===== src/rtl/comms_tx_engine.sv =====
// rtl/comms_tx_engine.sv - Frame buffer, request/grant handshake and packet transmitter
module comms_tx_engine #(
   parameter int ID_W      = 16,
   parameter int DATA_W    = 16,
   parameter int DEPTH     = 8,
   parameter int LIFO      = 1,
   parameter int TIMEOUT   = 8,
   parameter int MAX_RETRY = 2
) (
   input  logic                     clk,
   input  logic                     rst,
   input  logic [ID_W-1:0]          node_id,
   input  logic                     gpp_trf_dp,
   input  logic [DATA_W-1:0]        gpp_tx_data,
   input  logic [ID_W-1:0]          gpp_tx_dest,
   input  logic [ID_W+DATA_W-1:0]   control_rx_packet,
   output logic [ID_W+DATA_W-1:0]   control_tx_packet,
   output logic [ID_W+DATA_W-1:0]   data_tx_packet,
   output logic                     tx_busy,
   output logic                     tx_done,
   output logic                     tx_error,
   output logic                     overflow
);

   localparam int PTR_W = (DEPTH > 1) ? $clog2(DEPTH) : 1;
   localparam int CNT_W = $clog2(DEPTH) + 1;
   localparam int TMR_W = (TIMEOUT > 1) ? $clog2(TIMEOUT) : 1;
   localparam int RTY_W = (MAX_RETRY > 0) ? $clog2(MAX_RETRY + 1) : 1;

   typedef enum logic [2:0] {IDLE, LOAD, REQ, WAIT_GNT, SEND} state_t;

   state_t             state;
   logic [DATA_W-1:0]  mem [DEPTH];
   logic [CNT_W-1:0]   count;
   logic [CNT_W-1:0]   remaining;
   logic [PTR_W-1:0]   rd_ptr;
   logic [TMR_W-1:0]   timer;
   logic [RTY_W-1:0]   retries;
   logic [ID_W-1:0]    dest;
   logic               grant;
   logic               full;

   assign grant = (control_rx_packet == {dest, {DATA_W{1'b1}}});
   assign full  = (count == CNT_W'(DEPTH));

   // Word storage; the write address is simply the running word count.
   always_ff @(posedge clk) begin
      if (!rst && gpp_trf_dp) begin
         if (state == IDLE)
            mem[0] <= gpp_tx_data;
         else if (state == LOAD && !full)
            mem[count[PTR_W-1:0]] <= gpp_tx_data;
      end
   end

   always_ff @(posedge clk) begin
      if (rst) begin
         state             <= IDLE;
         count             <= '0;
         remaining         <= '0;
         rd_ptr            <= '0;
         timer             <= '0;
         retries           <= '0;
         dest              <= '0;
         control_tx_packet <= '0;
         data_tx_packet    <= '0;
         tx_busy           <= 1'b0;
         tx_done           <= 1'b0;
         tx_error          <= 1'b0;
         overflow          <= 1'b0;
      end else begin
         control_tx_packet <= '0;
         data_tx_packet    <= '0;
         tx_done           <= 1'b0;
         tx_error          <= 1'b0;
         case (state)
            IDLE: begin
               if (gpp_trf_dp) begin
                  dest     <= gpp_tx_dest;
                  count    <= CNT_W'(1);
                  overflow <= 1'b0;
                  retries  <= '0;
                  timer    <= '0;
                  state    <= LOAD;
               end
            end
            LOAD: begin
               if (gpp_trf_dp) begin
                  if (full)
                     overflow <= 1'b1;
                  else
                     count <= count + CNT_W'(1);
               end else begin
                  control_tx_packet <= {dest, DATA_W'(count)};
                  tx_busy           <= 1'b1;
                  state             <= REQ;
               end
            end
            REQ: begin
               timer <= '0;
               state <= WAIT_GNT;
            end
            WAIT_GNT: begin
               // A grant on the expiry cycle wins over the retry/abandon path.
               if (grant) begin
                  data_tx_packet <= {node_id, DATA_W'(count)};
                  rd_ptr         <= (LIFO != 0) ? PTR_W'(count - CNT_W'(1)) : '0;
                  remaining      <= count;
                  state          <= SEND;
               end else if (timer == TMR_W'(TIMEOUT - 1)) begin
                  timer <= '0;
                  if (retries == RTY_W'(MAX_RETRY)) begin
                     tx_error <= 1'b1;
                     tx_busy  <= 1'b0;
                     count    <= '0;
                     state    <= IDLE;
                  end else begin
                     retries           <= retries + RTY_W'(1);
                     control_tx_packet <= {dest, DATA_W'(count)};
                     state             <= REQ;
                  end
               end else begin
                  timer <= timer + TMR_W'(1);
               end
            end
            SEND: begin
               if (remaining != '0) begin
                  data_tx_packet <= {node_id, mem[rd_ptr]};
                  rd_ptr         <= (LIFO != 0) ? rd_ptr - PTR_W'(1) : rd_ptr + PTR_W'(1);
                  remaining      <= remaining - CNT_W'(1);
               end else begin
                  tx_done <= 1'b1;
                  tx_busy <= 1'b0;
                  count   <= '0;
                  state   <= IDLE;
               end
            end
            default: state <= IDLE;
         endcase
      end
   end

endmodule


===== config.mk =====
export PLATFORM = sky130hd
export DESIGN_NAME = comms_tx_engine
export DESIGN_NICKNAME = d
export VERILOG_FILES = /design/src/rtl/comms_tx_engine.sv
export SDC_FILE = /design/constraint.sdc
export NUM_CORES = 1
export LEC_CHECK = 0
export ABC_CLOCK_PERIOD_IN_PS = 5400
export CORE_UTILIZATION = 25
export CTS_CLUSTER_DIAMETER = 80
export CTS_CLUSTER_SIZE = 10
export DETAILED_ROUTE_END_ITERATION = 8
export PLACE_DENSITY = 0.47
export SYNTH_ARGS = -nofsm -noshare
export SYNTH_HDL_FRONTEND = slang
export SYNTH_SLANG_ARGS = --single-unit

===== constraint.sdc =====
create_clock -name clk -period 5.4 [get_ports clk]
set_input_delay 0.54 -clock clk [delete_from_list [all_inputs] [get_ports clk]]
set_output_delay 0.54 -clock clk [all_outputs]
set_load 0.01 [all_outputs]

# --- After elaboration in Yosys (flattened, before gate mapping) ---
# Memory sizes are Yosys's and may differ from the RTL's. A register that Yosys moved wholly into a read port is not among the register bits.
# Index checks and enable logic that the tools add are counted.
word_totals:
  n_memories: 1
  mem_bits_rw: 128
  elab_cells: 129
  out_inout_bits: 68
  register_bits: 103
  input_bits: 83
classes:
  n_eq_ne: 21
  n_bitwise: 3
  add_sub_neg: 6
  mux: 62
  reduce_logical: 23
mem_list:
  columns: ["memory", "words", "width", "read_ports", "rd_clocked_by_memory_dff", "write_ports", "line_no", "text"]
  rows:
  - ["mem", 8, 16, 1, 1, 1, "33", "logic [DATA_W-1:0] mem [DEPTH];"]
ops:
  columns: ["cell", "n"]
  rows:
  - ["$mux 32", 6]
  - ["$pmux 32 s2", 2]
  - ["$mux 3", 13]
  - ["$mux 4", 9]
  - ["$eq 32x32->1", 1]
  - ["$ne 2x2->1 const B", 12]
  - ["$mux 1", 18]
  - ["$mux 16", 1]
  - ["$pmux 4 s4", 1]
  - ["$reduce_or 16->1", 1]
  - ["$pmux 3 s5", 1]
  - ["$mux 2", 5]
  - ["$pmux 3 s3", 1]
  - ["$pmux 4 s2", 1]
  - ["$reduce_and 4->1", 2]
  - ["$reduce_and 8->1", 1]
  - ["$reduce_bool 4->1", 2]
  - ["$eq 3x2->1 const B", 2]
  - ["$eq 3x3->1 const B", 2]
  - ["$pmux 3 s2", 1]
  - ["$reduce_and 3->1", 2]
  - ["$reduce_and 6->1", 1]
  - ["$reduce_bool 2->1", 3]
  - ["$reduce_bool 3->1", 2]
  - ["other kinds (20)", 25]

# --- Longest topological paths before layout ---
logic_depth:
  depth_word: 9
  mapped_depth: 9
  mapped_depth_nobuf: 8

# --- Worst setup path before layout ---
# No wires, ideal clock.
synth_path:
  kind: "flip-flop to flip-flop"
  from: "reg count[0]"
  to: "mem mem[1][0] (enable)"
  t_required_ps: 4991
  path_buffers: 1
  slack_ps: 2556
  stages_incl_launch_ff: 8
  period_less_slack_ps: 2844
  setup_time_ps: 409
  arrival_time_ps: 2435
  path_cell_list: "dfxtp_1 clkbuf_1 inv_1 ha_1 and3b_1 nor2_1 nand3_1 nor3_1"
synth_via:
  elab_chain_cells: 9
  word_cells_on_any_way: 10
  classes_between: "1 x eq/ne; 6 x mux; 3 x reduce/logical"
synth_rtl:
  columns: ["element", "line_no", "text"]
  rows:
  - ["from (decl)", "34", "logic [CNT_W-1:0] count;"]
  - ["from (signal assigned)", "92", "count <= count + CNT_W'(1);"]
  - ["$eq 4x4->1", "44", "assign full = (count == CNT_W'(DEPTH));"]
  - ["$logic_not 1->1", "51", "else if (state == LOAD && !full)"]
  - ["$logic_and 1x1->1", "51", null]
  - ["$mux 1", "51", null]
  - ["$mux 1", "49", "if (state == IDLE)"]
  - ["$mux 1", "48", "if (!rst && gpp_trf_dp) begin"]
  - ["$mux 1 (not written as such)", "52", "mem[count[PTR_W-1:0]] <= gpp_tx_data;"]
  - ["$reduce_or 16->1 (no source line)", null, null]
  - ["$mux 3 (no source line) / $mux 1 (equally long branches)", null, null]
  - ["to (decl)", "33", null]
# Parallel ways exist; a longest one is shown, timed or not.

# --- Final worst setup path ---
layout_path:
  from: "reg count[1]"
  to: "mem mem[0][9] (enable)"
# Same word-level chain as after synthesis.

==> impl_results.md <==
- Outcome: complete, no violations
- Row cnt: 67
- First-pass GRT wire length: 32120 um
- Worst Path Required: 5.66 ns
- DP HPWL: 12500 um
- CP max stage cell: and3_1
- CP Cell Sequence: inv_1, ha_1, and3b_1, o41ai_1, and3_1, buf_4
- DRT iter0 DRCs: 244
- Critical Path Start Type: flop
- WP data arrival: 3.07 ns
- Cell Area, Synth: 8506 um2
- Max-cap check violation count: 0
- Fmax: 356.0 MHz
- Clock sinks: 222
- Final hold vios: 0
- WL/cell: 16.96 um
- Leakage: 3.818 nW
- Final period util: 52.01%
- Setup Fix Bufs, Post-CTS: 0
- Via count: 5275
- Die Span Y: 186.5 um
- VDD IR max: 0.2193 mV
- Hold Path Class: flop to flop
- Resize count post-CTS: 0
- Multi-input logic area: 2589 um2
- Core Area: 33530 um2
- Layout cells sized above 1: 13.60%
- Vias in the first global route: 5399
- TNS Setup: 0 ns
- Reg-to-reg slack, setup: 2.59 ns
- Synth Register Bits: 222
- First-pass DRT Iterations: 6
- Layout Skew: 0.01604 ns
- IO Port Bufs: 138
- Sequential fraction of the synthesis area: 67.31%
- Global route total overflow: 0
- Synth Flop Type: edfxtp_1
- Power density over cell area: 323.0 nW/um2
- Synth cell types: 50
- Final nets: 847
- Initial antenna violation count: 2
- FF+latch area: 5727 um2
- Num CTS Buffers: 26
- Avg Synthesized Cell Area: 14.06 um2
- Area grow syn2layout: 31.10%
- Clock slew at reported path FFs: 0.06 ns
- Io pins: 151
- Critical path type: flop to flop
- Post-synthesis async set-or-reset flop share: 0%
- GRT Total Usage: 11.82%
- Worst slack, placed: 2.072 ns
- Root buf cell: clkbuf_16
- Initial core utilization: 25.37%
- Commonest non-fill, non-tap cell in the layout: clkdlybuf4s50_1
- Worst Tran Pin Value: 1.062 ns
- Endpoints failing setup: 0
- CP peak stage delay: 0.91 ns
- Clock latency on the worst-skew pair: 0.54 ns
- H-Tree Depth: 1
- Largest net degree at the start of global routing: 40
- Die area: 34760 um2
- CP max FO: 16
- Most frequent cells in the layout: 138 x clkdlybuf4s50_1, 128 x edfxtp_1, 93 x dfxtp_1
- Post-synth EDFFs: 128
- Fill count: 3328
- DR DRC count: 0
- Vias/cell: 4.317
- CTS Buffer Depth: 3
- GPL Wtd Cong: 0.7460
- Syn. warnings: 0
- Die width: 186.5 um
- Final worst slack: 2.591 ns
- Minimum clock period: 2.809 ns
- Critical path capture point type: flop
- Post-Synthesis Cells: 605
- DRT Wirelength: 20720 um
- Worst slew margin: 29.22%
- CTS tree: yes
- ANT nets after route: 0
- Hold buffers post-CTS: 0
- RSZ-0062 raised after global routing: no
- Max Transition Viols Final: 0
==> power by group <==
part | internal (W) | switching [W] | total [W]
clock network | 0.000902 | 0.000666 | 0.00157
logic | 0.0000984 | 0.0000993 | 0.000198
registers | 0.00181 | 0.0000226 | 0.00184
total | 0.00281 | 0.000788 | 0.00360
==> worst paths after layout <==
path,depth (start not counted),from,endpoint
max,6,count[1],mem[0][9]
min,2,timer[1],timer[1]
max reg2reg,6,count[1],mem[0][9]
min reg2reg,2,timer[1],timer[1]
==> cell usage after synthesis (16+ instances only) <==
library cell / n / area, um2
a21oi_1: 30 / 150.1
and2_2: 16 / 120.1
and3_1: 21 / 131.4
clkbuf_1: 20 / 75.07
dfxtp_1: 94 / 1882
edfxtp_1: 128 / 3844
mux2i_1: 19 / 190.2
mux4_2: 32 / 720.7
nand2_1: 50 / 187.7
nor2_1: 52 / 195.2
nor3_1: 16 / 80.08
xor2_1: 16 / 140.1
==> flip-flops by register name (all words and copies together), names as in the netlist, named ones only <==
signal	count
tx_busy	1
remaining	4
retries	2
timer	3
control_tx_packet	20
mem	128
data_tx_packet	32
count	4
rd_ptr	3
dest	16
state	3
tx_error	1
tx_done	1
overflow	1
==> critical path, delay by kind of cell, from the launching register on <==
kind            cells  cell delay, ns
buf+inv             2            0.42
simple gates        2            1.11
fa+ha+maj           1            0.21
compound gates      1            0.22
flops               1            0.56
==> final cells by class <==
cell class	instances	area share, %
diodes	2	0.04488
clock inverters	2	0.2244
clock buffers	41	6.430
well taps	448	5.027
inverters	9	0.3030
repair buffers	153	13.40
flip-flops and latches	222	51.36
multi-input cells	345	23.22
==> routing by layer <==
layer / wire length (um) / part of all wire (%) / global-route usage (%) / up-vias
met5: 0 / 0 / 0 / -
met4: 344 / 1.7 / 3.121 / 0
met3: 1216 / 5.9 / 2.953 / 26
met2: 9539 / 46 / 18.99 / 149
met1: 9621 / 46 / 15.84 / 2581
li1: - / - / - / 2519
==> kinds of logic (layout without fill, tap and decap cells) <==
group / count (synthesis) / count (layout) / synth area share (%)
muxes: 54 / 54 / 11.11
xor gates and xnor gates: 16 / 16 / 1.647
adders and majority gates: 7 / 7 / 1.030
other: 1 / 14 / 0.04409
buffers and inverters: 49 / 205 / 2.913
and+or+nand+nor: 195 / 195 / 11.47
DFF: 222 / 222 / 67.31
AOI/OAI and AO/OA: 61 / 61 / 4.472
==> stage by stage <==
| stage | instance area, um2 | power (W) | hold WS [ns] | util, % | instances |
|---|---|---|---|---|---|
| after floorplan | 8547 | 0.001961 | 0.4417 | - | 616 |
| after global placement | 10400 | 0.002071 | 0.4569 | 31.03 | 1177 |
| after detailed placement | 10400 | 0.002071 | 0.4604 | 31.03 | 1177 |
| after CTS | 11150 | 0.003663 | 0.4686 | 33.24 | 1220 |
| after global routing | 11150 | 0.003748 | 0.4940 | 33.24 | 1220 |
| final | 11150 | 0.003602 | 0.4654 | 33.25 | 1222 |
Note: power is estimated with default switching activity, not from simulation.
==> RTL edit: new RTL, config.mk and constraints unchanged <==
Change the parameter `DATA_W` from 16 to 32.
--- a/src/rtl/comms_tx_engine.sv
+++ b/src/rtl/comms_tx_engine.sv
@@ -1,7 +1,7 @@
 // rtl/comms_tx_engine.sv - Frame buffer, request/grant handshake and packet transmitter
 module comms_tx_engine #(
    parameter int ID_W      = 16,
-   parameter int DATA_W    = 16,
+   parameter int DATA_W    = 32,
    parameter int DEPTH     = 8,
    parameter int LIFO      = 1,
    parameter int TIMEOUT   = 8,
Ports: changed (resized control_rx_packet, control_tx_packet, data_tx_packet and gpp_tx_data); port bits go from 151 to 215. The function was not compared with the original's and may differ.
==> RTL edit against the original RTL <==
  * Via count is 44% higher
  * Area after synthesis up 63%
  * Design area rose by 58%
  * Total power up 64%
  * Sequential cell count rose by 144
  * Worst setup slack got worse by 0.56 ns
  * Routed wire length rose by 57%
  * Critical path type unchanged
  * Critical endpoint is now mem[0][22]
  * Highest routed layer is now met5
==> RTL edit: results (changes against the original RTL) <==
metric	value	unit	change
routed len/inst	18.46	um	was 16.96 um
Leakage Power	0.005710	uW	was 0.003818 uW
HPWL after DPL	19230	um	was 12500 um
Slew headroom	21.73	%	was 29.22%
clk_lat worst skew	0.57	ns	was 0.54 ns
# fillers	5328		was 3328
WP data arrival	3.61	ns	was 3.07 ns
htree depth	2		was 1
drt first pass iters	4		was 6
cell count after synthesis	837		was 605
Final Wtd Congestion	0.7747		was 0.7460
R2R cell count	8		was 6
Post-synth top cells	256 x edfxtp_1, 110 x dfxtp_1, 64 x mux4_2, 50 x nor2_1, 46 x nand2_1		was 128 x edfxtp_1, 94 x dfxtp_1, 52 x nor2_1, 50 x nand2_1, 32 x mux4_2
met2 usage	18.81	%	was 18.99%
fin nets	1156		was 847
outcome	completed		unchanged
Final Cycle Share	62.44	%	was 52.01%
dominant cells by area after synthesis	edfxtp_1 56%, dfxtp_1 16%, mux4_2 10%		was edfxtp_1 45%, dfxtp_1 22%, mux4_2 8.5%
CTS-repair resized insts	0		unchanged
biggest regs	mem x256, data_tx_packet x48, control_tx_packet x20		was mem x128, data_tx_packet x32, control_tx_packet x20
layout cell share with drive strength beyond 1	14.08	%	was 13.60%
reg2reg setup slack	2.03	ns	was 2.59 ns
vias in the first global route	8147		was 5399
worst vdd ir	0.2207	mV	was 0.2193 mV
reg2reg end	mem[0][22]		was mem[0][9]
DP Cell Count	1685		was 1177
CP max-delay cell	o32ai_4		was and3_1
global-route wire length before repair	49910	um	was 32120 um
slowest stage delay, CP	0.85	ns	was 0.91 ns
Inserted Clock Buffers	43		was 26
hold slack	0.4726	ns	was 0.4654 ns
Unique masters post-synth	52		was 50
1st-iter DRT viols	426		was 244
met3 GRT Util	2.996	%	was 2.953%
DR vias/cell	4.310		was 4.317
Final Skew	0.03284	ns	was 0.01604 ns
placed cell areas	16410	um2	was 10400 um2
via count	7595		was 5275
sequential area share after synthesis	71.55	%	was 67.31%
number of port buffers	186		was 138
CP max FO	18		was 16
initial antenna violation count	1		was 2
number of synthesized flops with an enable pin	256		was 128
GRT Util Overall	11.75	%	was 11.82%
met1 usage in global routing	15.73	%	was 15.84%
RTL edit: layout make-up:
cell class	instances	area, um2	area share (%)
Timing Repair Buffer	197	1939	10.98
Sequential cell	366	9898	56.05
Clock buffer	70	1177	6.668
Clock inverter	6	67.56	0.3826
Antenna cell	1	2.502	0.01417
Inverter	10	37.54	0.2126
Tap cell	696	870.8	4.932
Multi-Input combinational cell	416	3665	20.75
RTL edit: cells by family (layout without fill, tap and decap cells):
| kind of cell | after synthesis | count (layout) | share of synthesized area [%] |
|---|---|---|---|
| and+or+nand+nor | 199 | 199 | 7.495 |
| AOI/OAI and AO/OA | 62 | 62 | 2.770 |
| adders and majority gates | 7 | 7 | 0.6336 |
| DFF | 366 | 366 | 71.55 |
| xor gates and xnor gates | 16 | 16 | 1.014 |
| other | 1 | 29 | 0.02713 |
| buffers and inverters | 82 | 283 | 3.186 |
| muxes | 104 | 104 | 13.32 |
RTL edit: layer usage:
metal  share of wire, %  wire length, um
met1                 46            15000
met2                 46            15000
met3                5.7             1842
met4                2.1              667
met5              0.037               12
RTL edit: where the power goes:
part           internal, uW  leakage [uW]  switching [uW]
combinational           118       0.00191             116
clock                  1500      0.000598            1140
sequential             3030       0.00320            18.9
RTL edit: worst max path at each step:
stage,start,end,slack (ns),cells after the start
2_1_floorplan,state[0],mem[7][0],0.76,5
3_3_place_gp,gpp_trf_dp,mem[0][28],2.00,6
3_5_place_dp,gpp_trf_dp,mem[0][31],1.97,6
4_1_cts,count[1],mem[0][22],1.97,8
5_1_grt,count[1],mem[0][22],1.74,8
6_report,count[1],mem[0][22],2.03,8
